## config.mk

```make
export PLATFORM = sky130hd
export DESIGN_NAME = mult_div_ctrl_flat
export DESIGN_NICKNAME = d
export VERILOG_FILES = /design/src/rtl/mult_div_ctrl_if.sv /design/src/rtl/mult_div_ctrl.sv /design/src/flat_wrapper.sv
export SDC_FILE = /design/constraint.sdc
export NUM_CORES = 1
export LEC_CHECK = 0
export BUFFER_PORTS_ARGS = -buffer_cell sky130_fd_sc_hd__buf_2
export CORE_UTILIZATION = 55
export DETAILED_ROUTE_END_ITERATION = 10
export MAX_ROUTING_LAYER = met4
export PLACE_DENSITY = 0.85
export SYNTH_ARGS = -nofsm -noshare
export SYNTH_HDL_FRONTEND = slang
export SYNTH_SLANG_ARGS = --single-unit
```

## constraint.sdc

```tcl
create_clock -name clk -period 4.4 [get_ports clk]
set_input_delay 0.66 -clock clk [delete_from_list [all_inputs] [get_ports clk]]
set_output_delay 0.66 -clock clk [all_outputs]
set_load 0.02 [all_outputs]
```

## src/rtl/mult_div_ctrl_if.sv

```systemverilog
// Handshake/bus bundle between the main control FSM (master) and the
// mult/div sequencer (slave).
interface mult_div_ctrl_if #(
    parameter int WIDTH = 32
);
    logic             MultOp;
    logic             DivOp;
    logic [WIDTH-1:0] A;
    logic [WIDTH-1:0] B;
    logic [WIDTH-1:0] HI;
    logic [WIDTH-1:0] LO;
    logic             busy;
    logic             done;
    logic             div_zero;

    modport master (
        output MultOp, DivOp, A, B,
        input  HI, LO, busy, done, div_zero
    );

    modport slave (
        input  MultOp, DivOp, A, B,
        output HI, LO, busy, done, div_zero
    );
endinterface

```

## src/rtl/mult_div_ctrl.sv

```systemverilog
// Multi-cycle MIPS mult/div sequencer: radix-2 Booth signed multiply and
// restoring signed divide, one iteration per clock, owning HI/LO.
module mult_div_ctrl #(
    parameter int WIDTH = 32,
    parameter int CNT_W = 6
) (
    input  logic            clk,
    input  logic            reset_n,
    mult_div_ctrl_if.slave  bus
);

    typedef enum logic [2:0] {IDLE, MULT, DIV, FIX, FINISH} state_t;

    state_t             state_q;
    logic [CNT_W-1:0]   cnt_q;
    logic [WIDTH-1:0]   hi_q, lo_q;
    logic               busy_q, done_q, dz_q;
    // acc_q: Booth accumulator (one guard bit so a -2^(W-1) multiplicand
    // cannot overflow) / divide remainder / staged HI result.
    logic [WIDTH:0]     acc_q;
    // mplr_q: Booth multiplier / divide quotient / staged LO result.
    logic [WIDTH-1:0]   mplr_q;
    // mcand_q: latched multiplicand, or divisor magnitude.
    logic [WIDTH-1:0]   mcand_q;
    logic               qm1_q;
    logic               sa_q, sb_q;

    logic [WIDTH:0]     mcand_x, booth_sum, booth_acc_d;
    logic [WIDTH-1:0]   booth_mplr_d;
    logic [WIDTH:0]     div_shift;
    logic               div_ge;
    logic [WIDTH-1:0]   div_diff, rem_d;
    logic [WIDTH-1:0]   a_mag, b_mag, quo_fix, rem_fix;
    logic               last_iter;

    // Datapath for one Booth step, one restoring-divide step and sign fix-up.
    always_comb begin
        mcand_x   = {mcand_q[WIDTH-1], mcand_q};
        booth_sum = acc_q;
        case ({mplr_q[0], qm1_q})
            2'b01:   booth_sum = acc_q + mcand_x;
            2'b10:   booth_sum = acc_q - mcand_x;
            default: booth_sum = acc_q;
        endcase
        booth_acc_d  = {booth_sum[WIDTH], booth_sum[WIDTH:1]};
        booth_mplr_d = {booth_sum[0], mplr_q[WIDTH-1:1]};

        // Remainder is always below the divisor, so a W-bit subtract suffices.
        div_shift = {acc_q[WIDTH-1:0], mplr_q[WIDTH-1]};
        div_ge    = (div_shift >= {1'b0, mcand_q});
        div_diff  = div_shift[WIDTH-1:0] - mcand_q;
        rem_d     = div_ge ? div_diff : div_shift[WIDTH-1:0];

        a_mag   = bus.A[WIDTH-1] ? ('0 - bus.A) : bus.A;
        b_mag   = bus.B[WIDTH-1] ? ('0 - bus.B) : bus.B;
        quo_fix = (sa_q ^ sb_q) ? ('0 - mplr_q) : mplr_q;
        rem_fix = sa_q ? ('0 - acc_q[WIDTH-1:0]) : acc_q[WIDTH-1:0];

        last_iter = (cnt_q == CNT_W'(WIDTH - 1));
    end

    // Sequencer FSM with registered HI/LO and status outputs.
    always_ff @(posedge clk or negedge reset_n) begin
        if (!reset_n) begin
            state_q <= IDLE;
            cnt_q   <= '0;
            hi_q    <= '0;
            lo_q    <= '0;
            busy_q  <= 1'b0;
            done_q  <= 1'b0;
            dz_q    <= 1'b0;
            acc_q   <= '0;
            mplr_q  <= '0;
            mcand_q <= '0;
            qm1_q   <= 1'b0;
            sa_q    <= 1'b0;
            sb_q    <= 1'b0;
        end else begin
            done_q <= 1'b0;
            dz_q   <= 1'b0;
            case (state_q)
                IDLE: begin
                    cnt_q <= '0;
                    if (bus.MultOp) begin
                        // MultOp has priority over a simultaneous DivOp.
                        mcand_q <= bus.A;
                        mplr_q  <= bus.B;
                        acc_q   <= '0;
                        qm1_q   <= 1'b0;
                        busy_q  <= 1'b1;
                        state_q <= MULT;
                    end else if (bus.DivOp) begin
                        if (bus.B == '0) begin
                            dz_q <= 1'b1;
                        end else begin
                            mcand_q <= b_mag;
                            mplr_q  <= a_mag;
                            acc_q   <= '0;
                            sa_q    <= bus.A[WIDTH-1];
                            sb_q    <= bus.B[WIDTH-1];
                            busy_q  <= 1'b1;
                            state_q <= DIV;
                        end
                    end
                end
                MULT: begin
                    acc_q  <= booth_acc_d;
                    mplr_q <= booth_mplr_d;
                    qm1_q  <= mplr_q[0];
                    cnt_q  <= cnt_q + 1'b1;
                    if (last_iter) state_q <= FINISH;
                end
                DIV: begin
                    acc_q  <= {1'b0, rem_d};
                    mplr_q <= {mplr_q[WIDTH-2:0], div_ge};
                    cnt_q  <= cnt_q + 1'b1;
                    if (last_iter) state_q <= FIX;
                end
                FIX: begin
                    // Truncate toward zero: remainder follows the dividend sign.
                    acc_q   <= {1'b0, rem_fix};
                    mplr_q  <= quo_fix;
                    state_q <= FINISH;
                end
                FINISH: begin
                    hi_q    <= acc_q[WIDTH-1:0];
                    lo_q    <= mplr_q;
                    busy_q  <= 1'b0;
                    done_q  <= 1'b1;
                    cnt_q   <= '0;
                    state_q <= IDLE;
                end
                default: state_q <= IDLE;
            endcase
        end
    end

    assign bus.HI       = hi_q;
    assign bus.LO       = lo_q;
    assign bus.busy     = busy_q;
    assign bus.done     = done_q;
    assign bus.div_zero = dz_q;

endmodule

```

## src/flat_wrapper.sv

```systemverilog
// flat-port wrapper written by rule: the top's interface ports become plain ports
module mult_div_ctrl_flat 
#(
    parameter int WIDTH = 32,
    parameter int CNT_W = 6
)
  (clk, reset_n, bus_MultOp, bus_DivOp, bus_A, bus_B, bus_HI, bus_LO, bus_busy, bus_done, bus_div_zero);
  mult_div_ctrl_if #(.WIDTH(WIDTH)) bus_i ();
  input  logic clk;
  input  logic reset_n;
  input wire logic [$bits(bus_i.MultOp)-1:0] bus_MultOp;
  input wire logic [$bits(bus_i.DivOp)-1:0] bus_DivOp;
  input wire logic [$bits(bus_i.A)-1:0] bus_A;
  input wire logic [$bits(bus_i.B)-1:0] bus_B;
  output wire logic [$bits(bus_i.HI)-1:0] bus_HI;
  output wire logic [$bits(bus_i.LO)-1:0] bus_LO;
  output wire logic [$bits(bus_i.busy)-1:0] bus_busy;
  output wire logic [$bits(bus_i.done)-1:0] bus_done;
  output wire logic [$bits(bus_i.div_zero)-1:0] bus_div_zero;
  assign bus_i.MultOp = bus_MultOp;
  assign bus_i.DivOp = bus_DivOp;
  assign bus_i.A = bus_A;
  assign bus_i.B = bus_B;
  assign bus_HI = bus_i.HI;
  assign bus_LO = bus_i.LO;
  assign bus_busy = bus_i.busy;
  assign bus_done = bus_i.done;
  assign bus_div_zero = bus_i.div_zero;
  mult_div_ctrl #(.WIDTH(WIDTH), .CNT_W(CNT_W)) u_core (.clk(clk), .reset_n(reset_n), .bus(bus_i));
endmodule
```

# --- After elaboration in Yosys (flattened, before gate mapping) ---
# Cells that the tools add are included.
word_totals:
  elab_cells: 93
  out_inout_bits: 67
  register_bits: 176
  in_bits: 68
op_classes:
  add_sub_neg: 8
  reduce_logical: 17
  muxes: 35
  n_lt_le_gt_ge: 1
  bitwise: 3
  n_eq_ne: 15
ops:
  columns: ["op", "count"]
  rows:
  - ["two-way mux 32 bit", 11]
  - ["case mux 33 bit (4 select lines)", 1]
  - ["case mux 32 bit (4 select lines)", 1]
  - ["subtractor 1 x 32 -> 32 bit, first input constant", 4]
  - ["two-way mux 33 bit", 3]
  - ["case mux 33 bit (2 select lines)", 1]
  - ["adder 33 bit", 1]
  - [">= comparator 33 x 32 -> 1 bit", 1]
  - ["subtractor 33 bit", 1]
  - ["logical NOT 32 bit", 1]
  - ["subtractor 32 bit", 1]
  - ["AND reduction 4 bit", 4]
  - ["two-way mux 3 bit", 5]
  - ["case mux 3 bit (4 select lines)", 1]
  - ["case mux 6 bit (2 select lines)", 1]
  - ["two-way mux 1 bit", 9]
  - ["AND reduction 3 bit", 3]
  - ["!= test 2 x 1 -> 1 bit, second input constant", 4]
  - ["nonzero test 2 bit", 4]
  - ["adder 6 x 1 -> 6 bit, second input constant", 1]
  - ["== test 3 x 2 -> 1 bit, second input constant", 2]
  - ["== test 6 x 5 -> 1 bit, second input constant", 1]
  - ["!= test 3 bit, second input constant", 2]
  - ["!= test 2 bit, second input constant", 2]
  - ["other kinds (11)", 14]

# --- Longest topological paths before layout ---
depth:
  depth_word: 6
  mapped_depth: 18
  ltp_nobuf: 17

# --- Worst setup path after synthesis ---
# OpenSTA, ideal clock, no wires.
synth_path:
  path_kind: "register to register"
  from: "reg u_core.mcand_q[2]"
  to: "reg u_core.acc_q[31]"
  period_less_slack_ns: 3.796
  path_stages_with_launch: 17
  t_arrival_ns: 3.661
  setup_time_ns: 0.135
  path_buffers: 1
  path_slack_ns: 0.604
  required_time_ns: 4.265
  path_cell_list: "dfrtp_1 -> or4_1 -> nor2b_1 -> and3_1 -> and4_1 -> a31oi_1 -> xnor2_1 -> ha_1 -> clkbuf_1 -> a21o_1 -> a21oi_1 -> nor2_1 -> o41ai_1 -> o221ai_1 -> o21ai_0 -> a2bb2oi_1 -> o211ai_1"
synth_via:
  elab_chain_len: 3
  word_cells_on_any_way: 7
  classes_between: "3 x add/sub; 1 x order compare; 3 x mux"
synth_rtl:
  columns: ["item", "line", "rtl"]
  rows:
  - ["start, declared", "mult_div_ctrl.sv:24", "logic [WIDTH-1:0] mcand_q;"]
  - ["start signal, assigned", "mult_div_ctrl.sv:86", "mcand_q <= bus.A;"]
  - ["start signal, assigned", "mult_div_ctrl.sv:96", "mcand_q <= b_mag;"]
  - ["subtractor 33 bit, or another cell as far along", "mult_div_ctrl.sv:42", "2'b10: booth_sum = acc_q - mcand_x;"]
  - ["case mux 33 bit (2 select lines) / two-way mux 32 bit (equally long branches)", "mult_div_ctrl.sv:40, mult_div_ctrl.sv:52", null]
  - ["case mux 33 bit (4 select lines) *", "mult_div_ctrl.sv:81", "case (state_q)"]
  - ["end signal, assigned", "mult_div_ctrl.sv:107", "acc_q <= booth_acc_d;"]
  - ["end signal, assigned", "mult_div_ctrl.sv:114", "acc_q <= {1'b0, rem_d};"]
  - ["end signal, assigned", "mult_div_ctrl.sv:121", "acc_q <= {1'b0, rem_fix};"]
  - ["end, declared", "mult_div_ctrl.sv:20", "logic [WIDTH:0] acc_q;"]
# Mark *: on every way between the ends. The rest lies on a longest branch, timed or not.
# A chain may end at the register's enable or synchronous reset.

# --- Worst setup path after layout ---
layout_path:
  from: "reg u_core.mcand_q[2]"
  to: "reg u_core.acc_q[21]"
# Same word-level chain as after synthesis.

==> results.sh <==
export IMPL_synth_top_cell_area_share_pct=27.7
export IMPL_cts_hold_buf=0
export IMPL_routed_wl_um=60100
export IMPL_cp_buffers_inverters=0
export IMPL_io_buffer_count=134
export IMPL_clock_insertion_delay_worst_skew_ns=0.46
export IMPL_seqCellArea_sq_um=4400
export IMPL_num_vias=16900
export IMPL_nNetsFinal=2242
export IMPL_synth_nets=2128
export IMPL_synth_compound_area_share_pct=25.8
export IMPL_grt_max_degree=95
export IMPL_syn_avg_cell_area_sq_um=8.01
export IMPL_synth_seq_cells=176
export IMPL_crit_arrival_ns=4.61
export IMPL_crit_chain="or4_1 > nor4_1 > nor2_1 > xnor2_1 > ha_1 > a21oi_1 > o211ai_1 > or4_1 > o21ai_0 > nand2b_1 > a311oi_1 > o31ai_1 > a221o_1"
export IMPL_cts_tree="built"
export IMPL_via_per_inst=6.80
export IMPL_hold_viol_final=0
export IMPL_muxShareOfSynthArea_pct=7.52
export IMPL_dpl_hpwl_um=45600
export IMPL_multiInputGateArea_sq_um=10800
export IMPL_cts_buffer_depth=2
export IMPL_clkTransAtPathRegs_ns=0.09
export IMPL_cts_buffers=17
export IMPL_setup_viol=0
export IMPL_pin_count=135
export IMPL_fmax_mhz=235
export IMPL_critPathLaunchType="register"
export IMPL_area_growth_pct=13.3
export IMPL_top_usage_layer="met2"
export IMPL_drt_iter0_markers=2105
export IMPL_synth_top_area_cell="dfrtp_1"
export IMPL_post_cts_resized=0
export IMPL_synth_edff_count=0
export IMPL_synth_ff_type="dfrtp_1"
export IMPL_yosys_top_cells_count="188 x nand2_1, 176 x dfrtp_1, 151 x nor2_1"
export IMPL_grt_pass1_vias=15800
export IMPL_crit_fanout=5
export IMPL_die_area_sq_um=29600
export IMPL_met2_usage_pct=63.8
export IMPL_slowest_stage="or4_1"
export IMPL_ys_seq_area_share_pct=27.7
export IMPL_antenna_cells=0
export IMPL_synth_top_family_by_area="compound AO/OA/AOI/OAI gates"
export IMPL_drt_wirelength_per_cell_um=24.1
export IMPL_slew_violations=0
export IMPL_crit_path_frequent_cell="or4_1"
export IMPL_layout_drive_gt1_share_pct=17.6
export IMPL_fin_crit_sh_pct=96.7
export IMPL_cts_setup_buffers=0
export IMPL_grtUsageTotal_pct=42.0
export IMPL_crit_family="compound AO/OA/AOI/OAI gates"
export IMPL_chipWidth_um=172
export IMPL_gr_total_overflow=0
export IMPL_yosys_area_share_simple_pct=19.5
export IMPL_tightest_slew_ns=1.00
export IMPL_yosysMostFrequentCell="nand2_1"
export IMPL_met1_usage_pct=53.2
export IMPL_synth_area_sq_um=15900
export IMPL_clockRootBuffer="clkbuf_16"
export IMPL_fin_skew_ns=0.0202
export IMPL_worstSetupPathType="reg2reg"
export IMPL_crit_required_ns=4.76
export IMPL_whs_ns=0.227
export IMPL_max_cap_viol_count=0
export IMPL_fill_cells=2476
export IMPL_yosysUniqueCellTypes=88
export IMPL_clkSinkCount=176
export IMPL_reg2reg_from="u_core.mcand_q[2]$_DFFE_PN0P_"
export IMPL_startpoint="u_core.mcand_q[2]$_DFFE_PN0P_"
export IMPL_yosysWarnings=0
export IMPL_async_flop_share_pct=100
export IMPL_worstSetupEndpointType="register"
export IMPL_antenna_found_initial=0
export IMPL_core_area_sq_um=28100
export IMPL_slew_headroom_pct=32.8
export IMPL_ant_nets=0
export IMPL_status="completed"
export IMPL_synthCells=1987
export IMPL_place_congestion=1.03
export IMPL_min_period_ns=4.26
export IMPL_row_count=61
export IMPL_first_pass_iters=6
export IMPL_synth_fa_ha_area_share_pct=5.83
export IMPL_grt_pass1_wl_um=90900
export IMPL_fp_dieH_um=172
export IMPL_cpPeakStageDelay_ns=0.62
export IMPL_drc=0
export IMPL_synth_xor_area_share_pct=8.47
export IMPL_initial_core_util_pct=56.7
export IMPL_ctsHtreeMaxLevel=4
export IMPL_hp_class="in2async"
export IMPL_grt_use_met3_pct=6.98
export IMPL_synth_area_top_cells="dfrtp_1 28%, ha_1 5.6%, mux2_2 5.4%"
## per-stage QoR
step	setup TNS [ns]	worst slack, ns	utilization [%]	cells	area, sq um
final	0	0.145	64.2	2492	18000
after global routing	-0.144	-0.0541	64.2	2492	18000
after CTS	0	0.152	64.1	2492	18000
after detailed placement	0	0.177	61.7	2460	17300
after global placement	0	0.227	61.7	2460	17300
after floorplan	0	0.604	-	1987	15900
## worst register-to-register path, cell delays in order (launching register included)
cell,delay [ns]
dfrtp_1,0.45
or4_1,0.62
nor4_1,0.20
nor2_1,0.08
xnor2_1,0.30
ha_1,0.33
a21oi_1,0.19
o211ai_1,0.18
or4_1,0.48
o21ai_0,0.19
nand2b_1,0.13
a311oi_1,0.47
o31ai_1,0.22
a221o_1,0.29
## layout make-up
cell class,instances,area share (%)
inverters,78,1.62
clock buffers,17,2.36
clock inverters,15,1.28
well taps,378,2.62
flip-flops and latches,176,24.4
repair buffers,229,7.93
multi-input cells,1599,59.8
## sequential cells by signal (all words and copies together) (netlist names)
name,flops
u_core.bus.div_zero,1
u_core.bus.LO,32
u_core.sa_q,1
u_core.bus.busy,1
u_core.bus.HI,32
u_core.mplr_q,32
u_core.state_q,3
u_core.acc_q,33
u_core.bus.done,1
u_core.sb_q,1
u_core.qm1_q,1
u_core.mcand_q,32
u_core.cnt_q,6
## metal layers
| layer | vias to the layer above | routed length (um) |
|---|---|---|
| li1 | 7618 | - |
| met1 | 7989 | 24100 |
| met2 | 1125 | 26500 |
| met3 | 207 | 5880 |
| met4 | 0 | 3540 |
| met5 | - | 0 |
## kinds of logic after synthesis
logic type      after synthesis
compound gates              631
xor+xnor                    154
buf+inv                     212
fa+ha+maj                    73
simple gates                631
mux                         110
flops                       176
## worst paths after layout
path                                                  to  slack (ns)  cells past startpoint
min in group clk           u_core.bus.div_zero$_DFF_PN0_        0.46                      3
max in group asynchronous    u_core.acc_q[1]$_DFFE_PN0P_        3.21                      2
hold / removal             u_core.bus.HI[10]$_DFFE_PN0P_        0.23                      1
setup reg to reg            u_core.acc_q[21]$_DFFE_PN0P_        0.14                     13
setup / recovery            u_core.acc_q[21]$_DFFE_PN0P_        0.14                     13
hold reg to reg             u_core.bus.HI[7]$_DFFE_PN0P_        0.50                      1
## cells in the final DEF, fill, tap and decap left out, types with 14 or more instances in the layout
cell / n
nand2_1: 187
dfrtp_1: 176
nor2_1: 151
a21oi_1: 138
o21ai_0: 137
buf_2: 133
buf_4: 92
xnor2_1: 87
inv_1: 77
mux2_2: 77
ha_1: 71
xor2_1: 67
nor3_1: 63
o21ai_1: 46
nand3_1: 35
a31oi_1: 35
mux2i_1: 33
nor4_1: 29
nand4_1: 28
o31ai_1: 24
a21o_1: 23
o211ai_1: 21
or3_1: 20
nand2b_1: 19
a222oi_1: 19
or4_1: 18
clkbuf_16: 17
o22ai_1: 15
a221o_1: 15
a221oi_1: 15
and3_1: 14
o21a_1: 14
a22oi_1: 14
Power is not shown: default switching activity piles up to over one toggle a cycle in this logic, so the estimate is an artifact.
